`src/rtl/instr_fetch_ctrl.sv`:
```
// Instruction fetch sequencer: owns the program counter, tags fetched words with their PC,
// handles stall/branch/halt and shares the imem write port with a streaming program loader.
module instr_fetch_ctrl #(
    parameter int                      PROG_CTR_WID = 10,
    parameter logic [PROG_CTR_WID-1:0] START_ADDR   = '0
) (
    input  logic                    clk,
    input  logic                    rst_n,
    input  logic                    start,
    input  logic                    stall,
    input  logic                    branch_taken,
    input  logic [PROG_CTR_WID-1:0] branch_target,
    input  logic                    halt_req,
    output logic [PROG_CTR_WID-1:0] prog_ctr,
    input  logic [15:0]             imem_rdata,
    output logic                    instr_valid,
    output logic [15:0]             instr_out,
    output logic [PROG_CTR_WID-1:0] pc_out,
    input  logic                    load_req,
    input  logic                    load_valid,
    input  logic [15:0]             load_data,
    output logic                    load_ready,
    output logic                    imem_we,
    output logic [PROG_CTR_WID-1:0] imem_waddr,
    output logic [15:0]             imem_wdata,
    output logic                    load_done,
    output logic                    halted,
    output logic                    pc_wrap
);

    // state  | meaning
    // IDLE   | waiting for start or load_req
    // LOAD   | streaming program words into imem
    // RUN    | fetching one word per cycle
    // FLUSH  | first fetch after redirect/resume, output not yet valid
    // HALTED | fetch stopped, prog_ctr holds next unissued address
    typedef enum logic [2:0] {
        S_IDLE,
        S_LOAD,
        S_RUN,
        S_FLUSH,
        S_HALTED
    } state_t;

    state_t                  state, state_nxt;
    logic [PROG_CTR_WID-1:0] load_cnt, load_cnt_nxt;
    logic [PROG_CTR_WID-1:0] prog_ctr_nxt, pc_out_nxt, imem_waddr_nxt;
    logic [15:0]             instr_out_nxt, imem_wdata_nxt;
    logic                    instr_valid_nxt, imem_we_nxt, load_done_nxt, pc_wrap_nxt;

    always_ff @(posedge clk) begin
        if (!rst_n) begin
            state       <= S_IDLE;
            load_cnt    <= '0;
            prog_ctr    <= '0;
            pc_out      <= '0;
            instr_out   <= '0;
            instr_valid <= 1'b0;
            imem_we     <= 1'b0;
            imem_waddr  <= '0;
            imem_wdata  <= '0;
            load_ready  <= 1'b0;
            load_done   <= 1'b0;
            halted      <= 1'b0;
            pc_wrap     <= 1'b0;
        end else begin
            state       <= state_nxt;
            load_cnt    <= load_cnt_nxt;
            prog_ctr    <= prog_ctr_nxt;
            pc_out      <= pc_out_nxt;
            instr_out   <= instr_out_nxt;
            instr_valid <= instr_valid_nxt;
            imem_we     <= imem_we_nxt;
            imem_waddr  <= imem_waddr_nxt;
            imem_wdata  <= imem_wdata_nxt;
            load_ready  <= (state_nxt == S_LOAD);
            load_done   <= load_done_nxt;
            halted      <= (state_nxt == S_HALTED);
            pc_wrap     <= pc_wrap_nxt;
        end
    end

    always_comb begin
        state_nxt       = state;
        load_cnt_nxt    = load_cnt;
        prog_ctr_nxt    = prog_ctr;
        pc_out_nxt      = pc_out;
        instr_out_nxt   = instr_out;
        instr_valid_nxt = instr_valid;
        imem_we_nxt     = 1'b0;
        imem_waddr_nxt  = imem_waddr;
        imem_wdata_nxt  = imem_wdata;
        load_done_nxt   = 1'b0;
        pc_wrap_nxt     = 1'b0;

        case (state)
            S_IDLE: begin
                instr_valid_nxt = 1'b0;
                if (load_req) begin
                    state_nxt = S_LOAD;
                end else if (start) begin
                    state_nxt    = S_RUN;
                    prog_ctr_nxt = START_ADDR;
                end
            end
            S_LOAD: begin
                instr_valid_nxt = 1'b0;
                if (load_valid) begin
                    imem_we_nxt    = 1'b1;
                    imem_waddr_nxt = load_cnt;
                    imem_wdata_nxt = load_data;
                    load_cnt_nxt   = load_cnt + 1'b1;
                    // Filling the last address ends the load; the counter wraps to 0 by itself.
                    if (load_cnt == '1) begin
                        load_done_nxt = 1'b1;
                        state_nxt     = S_IDLE;
                    end
                end else if (!load_req) begin
                    load_done_nxt = 1'b1;
                    load_cnt_nxt  = '0;
                    state_nxt     = S_IDLE;
                end
            end
            S_RUN, S_FLUSH: begin
                // Priority: halt, then branch, then stall, then normal advance.
                if (halt_req) begin
                    state_nxt       = S_HALTED;
                    instr_valid_nxt = 1'b0;
                    if (branch_taken) begin
                        prog_ctr_nxt = branch_target;
                    end
                end else if (branch_taken) begin
                    state_nxt       = S_FLUSH;
                    instr_valid_nxt = 1'b0;
                    prog_ctr_nxt    = branch_target;
                end else if (!stall) begin
                    state_nxt       = S_RUN;
                    instr_out_nxt   = imem_rdata;
                    pc_out_nxt      = prog_ctr;
                    instr_valid_nxt = 1'b1;
                    prog_ctr_nxt    = prog_ctr + 1'b1;
                    pc_wrap_nxt     = (prog_ctr == '1);
                end
            end
            S_HALTED: begin
                instr_valid_nxt = 1'b0;
                if (load_req) begin
                    state_nxt = S_LOAD;
                end else if (start) begin
                    state_nxt = S_FLUSH;
                end
            end
            default: begin
                state_nxt       = S_IDLE;
                instr_valid_nxt = 1'b0;
            end
        endcase
    end

endmodule
```
`config.mk`:
```
export PLATFORM = sky130hd
export DESIGN_NAME = instr_fetch_ctrl
export DESIGN_NICKNAME = d
export VERILOG_FILES = /design/src/rtl/instr_fetch_ctrl.sv
export SDC_FILE = /design/constraint.sdc
export NUM_CORES = 1
export LEC_CHECK = 0
export BUFFER_PORTS_ARGS = -buffer_cell sky130_fd_sc_hd__buf_2
export CORE_ASPECT_RATIO = 0.5
export CORE_MARGIN = 2
export CORE_UTILIZATION = 50
export DETAILED_ROUTE_END_ITERATION = 6
export PLACE_DENSITY = 0.76
export SYNTH_ARGS = -nofsm -noshare
export SYNTH_HDL_FRONTEND = slang
export SYNTH_SLANG_ARGS = --single-unit
export TNS_END_PERCENT = 10
```
`constraint.sdc`:
```
create_clock -name clk -period 1.8 [get_ports clk]
set_input_delay 0.18 -clock clk [delete_from_list [all_inputs] [get_ports clk]]
set_output_delay 0.18 -clock clk [all_outputs]
set_load 0.02 [all_outputs]
```
==> out/metrics.csv, run 1 <==
metric,value,unit
status,"finished, final reports clean",
"most common cell after layout, fill and taps aside",nand2_1,
Sw Pwr,0.927,mW
Post-Route WL,7860,µm
syn_area_per_cell,8.10,µm²
Rows,21,
max_cap viols,0,
"Seq/Total Area, Yosys",48.0,%
global-route wire length before repair,13400,µm
Startpoint Class,flop,
Clock Skew,6.57,ps
CP arrival,1810,ps
Seq pwr share,47.8,%
Yosys warnings,0,
Leak,1.81,nW
Worst EP required,2030,ps
CTS Root Cell,clkbuf_16,
Post-Syn Instances,417,
crit end category,flop,
fin area,4340,µm²
clock share of power,42.7,%
CTS Sinks,81,
drt first pass iters,4,
Max Fclk,0.630,GHz
DIE WIDTH,120,µm
Net Sw Frac,23.7,%
worst vdd ir,0.694,mV
Hold Crit Class,in2reg,
Internal,2.98,mW
number of global-route vias before repair,2922,
vias per cell,5.21,
diode count,0,
maximum clock insertion buffer count,2,
CTS tree,done,
H-tree Lvls,3,
total CTS buffers,9,
Die Ht,62.1,µm
full die area,7470,µm²
largest net degree at the start of global routing,27,
Final min period,1590,ps
core area,6620,µm²
DR iter-0 viols,141,
Syn-to-layout area delta,28.5,%
fillers,607,
crit-path max FO,9,
Post-CTS Setup Bufs,0,
measured slew at the worst slew-check pin,435,ps
Crit Path Category,reg2reg,
hpwl dp,5450,µm
Port Buffers,117,
vias,3267,
number of I/O pins,118,
crit share post-route,88.1,%
DR WL/cell,12.5,µm
syn_nets,469,
relative slew slack,71.0,%
clock-pin slew on the worst setup and hold paths,60,ps
RSZ-0062 raised after global routing,false,
Comb power frac,9.5,%
"commonest cells after routing, fill and taps aside","nand2_1, buf_2, dfxtp_1",
Mapped Area,3380,µm²
Area after DPL,4060,µm²
"FF+latch count, synth",81,
Hold Fails Final Rpt,0,
Overflow after GRT,0,
Max Slew Vio Count,0,
layout cells sized above 1,28.8,%
Post-synth top flop,dfxtp_1,
Total Routing Usage GR,22.2,%
Yosys cell types,55,
initial antenna violation count,0,
Final ANT Viol Nets,0,
# DRC,0,
# setup viols final,0,
Starting Density,51.0,%
setup TNS,0,ps
Post-synth EDFFs,0,
clock latency on the worst-skew pair,330,ps
final net count,582,
Synth async-reset ratio,0,%
GPL Wtd Cong,0.897,
PostCTS Resize Cnt,0,
Post-CTS Hold Fix Bufs,0,
power density cells,901,nW/µm²
-- Yosys cell counts (2+ instances only) --
library cell	count	area, µm²
and2_1	2	12.5
a211oi_1	2	15.0
nor3_1	6	30.0
and4_1	4	35.0
inv_1	3	11.3
buf_6	2	22.5
nand3_1	10	50.1
clkbuf_1	13	48.8
ha_1	2	25.0
a311oi_1	6	52.6
nor2b_1	3	18.8
o211ai_1	5	37.5
a31oi_1	2	12.5
a21oi_1	65	325
a32o_1	4	40.0
nor2_1	14	52.6
o31ai_1	2	15.0
dfxtp_1	81	1620
a31o_1	3	26.3
o221a_2	2	22.5
o21ai_1	4	20.0
nand2_1	121	454
or2_1	3	18.8
nand3b_1	3	22.5
nand4_1	2	12.5
buf_2	12	60.1
o21ai_0	11	55.1
and3_1	3	18.8
-- stage by stage --
stage,total power [mW],hold WS [ps],worst slack (ps),utilization [%],cells
detailed placement,2.28,426,235,61.4,611
floorplan,2.13,280,208,-,417
finish,3.91,83.3,214,65.6,627
CTS,3.97,69.0,219,65.6,627
global route,4.09,80.4,78.4,65.6,627
global placement,2.28,421,246,61.4,611
-- layer usage --
| metal | GRT usage (%) | vias up | routed length [µm] |
|---|---|---|---|
| met5 | 0 | - | 0 |
| met4 | 7.12 | 0 | 114 |
| met3 | 7.26 | 11 | 496 |
| met2 | 35.5 | 85 | 3460 |
| met1 | 28.8 | 1486 | 3790 |
| li1 | - | 1685 | - |
-- sequential cells by signal, indices dropped and copies added, names as in the netlist --
register	cells
imem_we	1
state	3
prog_ctr	10
pc_wrap	1
imem_waddr	10
load_cnt	10
instr_valid	1
halted	1
imem_wdata	16
load_done	1
pc_out	10
instr_out	16
load_ready	1
-- worst max-delay path, cell delays in order, from the launching register on --
cell and delay, ps:
dfxtp_1 500, and4_1 260, nand4_1 150, a211o_1 320
a32o_1 250
-- layout make-up --
class                           instances  area [µm²]  area share, %
Clock buffer                           14         264           6.08
Clock inverter                          2        12.5          0.288
Inverter                                4        15.0          0.346
Multi-Input combinational cell        304        1600           37.0
Sequential cell                        81        1620           37.4
Tap cell                               92         115           2.65
Timing Repair Buffer                  130         708           16.3
-- logic make-up (layout without fill, tap and decap cells) --
| kind of cell | after synthesis | after routing | synth area share, % |
|---|---|---|---|
| AND/OR/NAND/NOR | 184 | 184 | 25.0 |
| adder cells (fa/ha/maj) | 2 | 2 | 0.741 |
| flip-flops | 81 | 81 | 48.0 |
| AO/OA/AOI/OAI | 117 | 117 | 21.5 |
| buffers and inverters | 32 | 150 | 4.48 |
| multiplexers | 1 | 1 | 0.296 |
-- path summary, 6_finish.rpt --
kind / from / endpoint / slack [ps] / cells after the start
setup / recovery: prog_ctr[4] / prog_ctr[9] / 210 / 4
hold / removal: imem_rdata[6] / instr_out[6] / 80 / 3
setup reg to reg: prog_ctr[4] / prog_ctr[9] / 210 / 4
hold reg to reg: pc_out[4] / pc_out[4] / 450 / 2
-- power by group through the flow --
stage	Clock, mW	Combinational, mW	Sequential [mW]
after floorplan	0	0.189	1.94
after global placement	0	0.370	1.91
after detailed placement	0	0.372	1.91
after CTS	1.72	0.373	1.87
after global routing	1.80	0.414	1.87
final	1.67	0.370	1.87
No activity file was read; power rests on OpenSTA's default activity.
==> run 2: changes to the inputs <==
Settings changed: CAP_MARGIN set to 5, CTS_CLUSTER_DIAMETER set to 150, REMOVE_ABC_BUFFERS set to 1.
==> run 2 against run 1 <==
Net effect:
- register-to-register slack got worse by 50 ps
- cell count decreased by 0.64%
- sequential share of layout area increased by 0.25 points
- largest cell class unchanged
- maximum frequency decreased by 2.8%
- non-clock buffer count decreased by 4
- wire length increased by 5.6%
- first-iteration DRC count increased by 50%
- worst setup slack got worse by 46 ps
- combinational power about the same
- critical endpoint is now prog_ctr[6]
- worst hold slack got worse by 7.0 ps
- largest power group unchanged
- clock-buffer cell count decreased by 1
- cell area decreased by 0.66%
==> out/metrics.csv, run 2 (same netlist as run 1, synthesis figures left out) <==
metric,value,unit,change
status,"finished, final reports clean",,
# DRC,0,,unchanged
Startpoint Class,flop,,
global-route wire length before repair,14000,µm,+4.5%
vias,3285,,+0.55%
relative slew slack,68.5,%,-2.5 points
CTS Sinks,81,,unchanged
Final ANT Viol Nets,0,,unchanged
CP arrival,1910,ps,+100 ps
measured slew at the worst slew-check pin,473,ps,+37.5 ps
final worst setup slack,168,ps,-46.1 ps
number of global-route vias before repair,3094,,+5.9%
maximum clock insertion buffer count,2,,unchanged
worst vdd ir,0.650,mV,-6.4%
largest net degree at the start of global routing,66,,+140%
Pwr Total,4.02,mW,+2.7%
drt first pass iters,4,,unchanged
DIE WIDTH,120,µm,unchanged
core area,6620,µm²,unchanged
clock-pin slew on the worst setup and hold paths,60,ps,about the same
number of I/O pins,118,,unchanged
Hold WS,76.4,ps,-6.95 ps
vias per cell,5.27,,+1.2%
Leak,1.80,nW,-0.65%
Worst EP required,2080,ps,+50 ps
Largest regs,"imem_wdata: 16 flops, instr_out: 16 flops",,
Final min period,1630,ps,+46.1 ps
power density cells,932,nW/µm²,+3.4%
"commonest cells after routing, fill and taps aside","nand2_1, buf_2, dfxtp_1",,
final net count,578,,-0.69%
crit share post-route,90.7,%,+2.6 points
DR iter-0 viols,211,,+50%
FF-to-FF setup slack,170,ps,-50 ps
Total Routing Usage GR,23.2,%,+1.0 points
Hold Fails Final Rpt,0,,unchanged
diode count,0,,unchanged
total CTS buffers,9,,unchanged
full die area,7470,µm²,unchanged
hpwl dp,5630,µm,+3.3%
Post-CTS Hold Fix Bufs,0,,unchanged
layout cells sized above 1,28.2,%,-0.54 points
max_cap viols,0,,unchanged
CTS Root Cell,clkbuf_16,,
crit end category,flop,,
"most common cell after layout, fill and taps aside",nand2_1,,
Port Buffers,117,,unchanged
Post-Route WL,8300,µm,+5.6%
H-tree Lvls,3,,unchanged
initial antenna violation count,0,,unchanged
crit-path max FO,7,,-2
Max Slew Vio Count,0,,unchanged
Die Ht,62.1,µm,unchanged
Clock Skew,4.95,ps,-1.62 ps
Overflow after GRT,0,,unchanged
"worst slack, placed",210,ps,-24.9 ps
Syn-to-layout area delta,27.7,%,
Post-CTS Setup Bufs,0,,unchanged
RSZ-0062 raised after global routing,false,,
Hold Crit Class,in2reg,,
PostCTS Resize Cnt,0,,unchanged
Starting Density,51.0,%,unchanged
GPL Wtd Cong,0.849,,-5.4%
DR WL/cell,13.3,µm,+6.3%
Rows,21,,unchanged
Max Fclk,0.613,GHz,-2.8%
Crit Path Category,reg2reg,,
# setup viols final,0,,unchanged
clock latency on the worst-skew pair,340,ps,about the same
CTS tree,done,,
-- run 2: final cells by class --
type / instances / area (µm²)
Multi-Input combinational cell: 304 / 1600
Clock buffer: 13 / 250
Inverter: 4 / 15.0
Tap cell: 92 / 115
Clock inverter: 3 / 40.0
Sequential cell: 81 / 1620
Fill cell: 626 / 2310
Timing Repair Buffer: 126 / 666
-- run 2: path summary, 6_finish.rpt --
path,from,end,depth (start not counted)
min,imem_rdata[7],instr_out[7],3
max reg2reg,prog_ctr[0],prog_ctr[6],5
max,prog_ctr[0],prog_ctr[6],5
min reg2reg,pc_out[6],pc_out[6],2
-- run 2: through the flow --
step | TNS (ps) | area, µm² | cells | utilization (%)
after CTS | 0 | 4310 | 623 | 65.1
after floorplan | -288 | 3240 | 389 | -
after global routing | 0 | 4310 | 623 | 65.1
after global placement | 0 | 4020 | 607 | 60.7
final | 0 | 4310 | 623 | 65.1
after detailed placement | 0 | 4020 | 607 | 60.7
-- run 2: report_power, final --
group | internal [mW] | leakage [nW] | switching, mW
combinational | 0.136 | 1.00 | 0.231
sequential | 1.83 | 0.655 | 0.0369
clock | 1.11 | 0.144 | 0.672
total | 3.08 | 1.80 | 0.939
-- run 2: per-layer routing --
| layer | wire length [µm] | track usage [%] | vias to the layer above | share of wire, % |
|---|---|---|---|---|
| met5 | 0 | 0 | - | 0 |
| met4 | 148 | 8.14 | 0 | 1.8 |
| met3 | 429 | 7.72 | 17 | 5.2 |
| met2 | 3930 | 39.5 | 71 | 47 |
| met1 | 3790 | 27.7 | 1524 | 46 |
| li1 | - | - | 1673 | - |
-- run 2: critical path, cell delays in order, from the launching register on --
cell and delay [ps]:
dfxtp_1 480, ha_1 260, nand3_1 220, o41ai_1 410
nand2_1 110, nand3_1 90
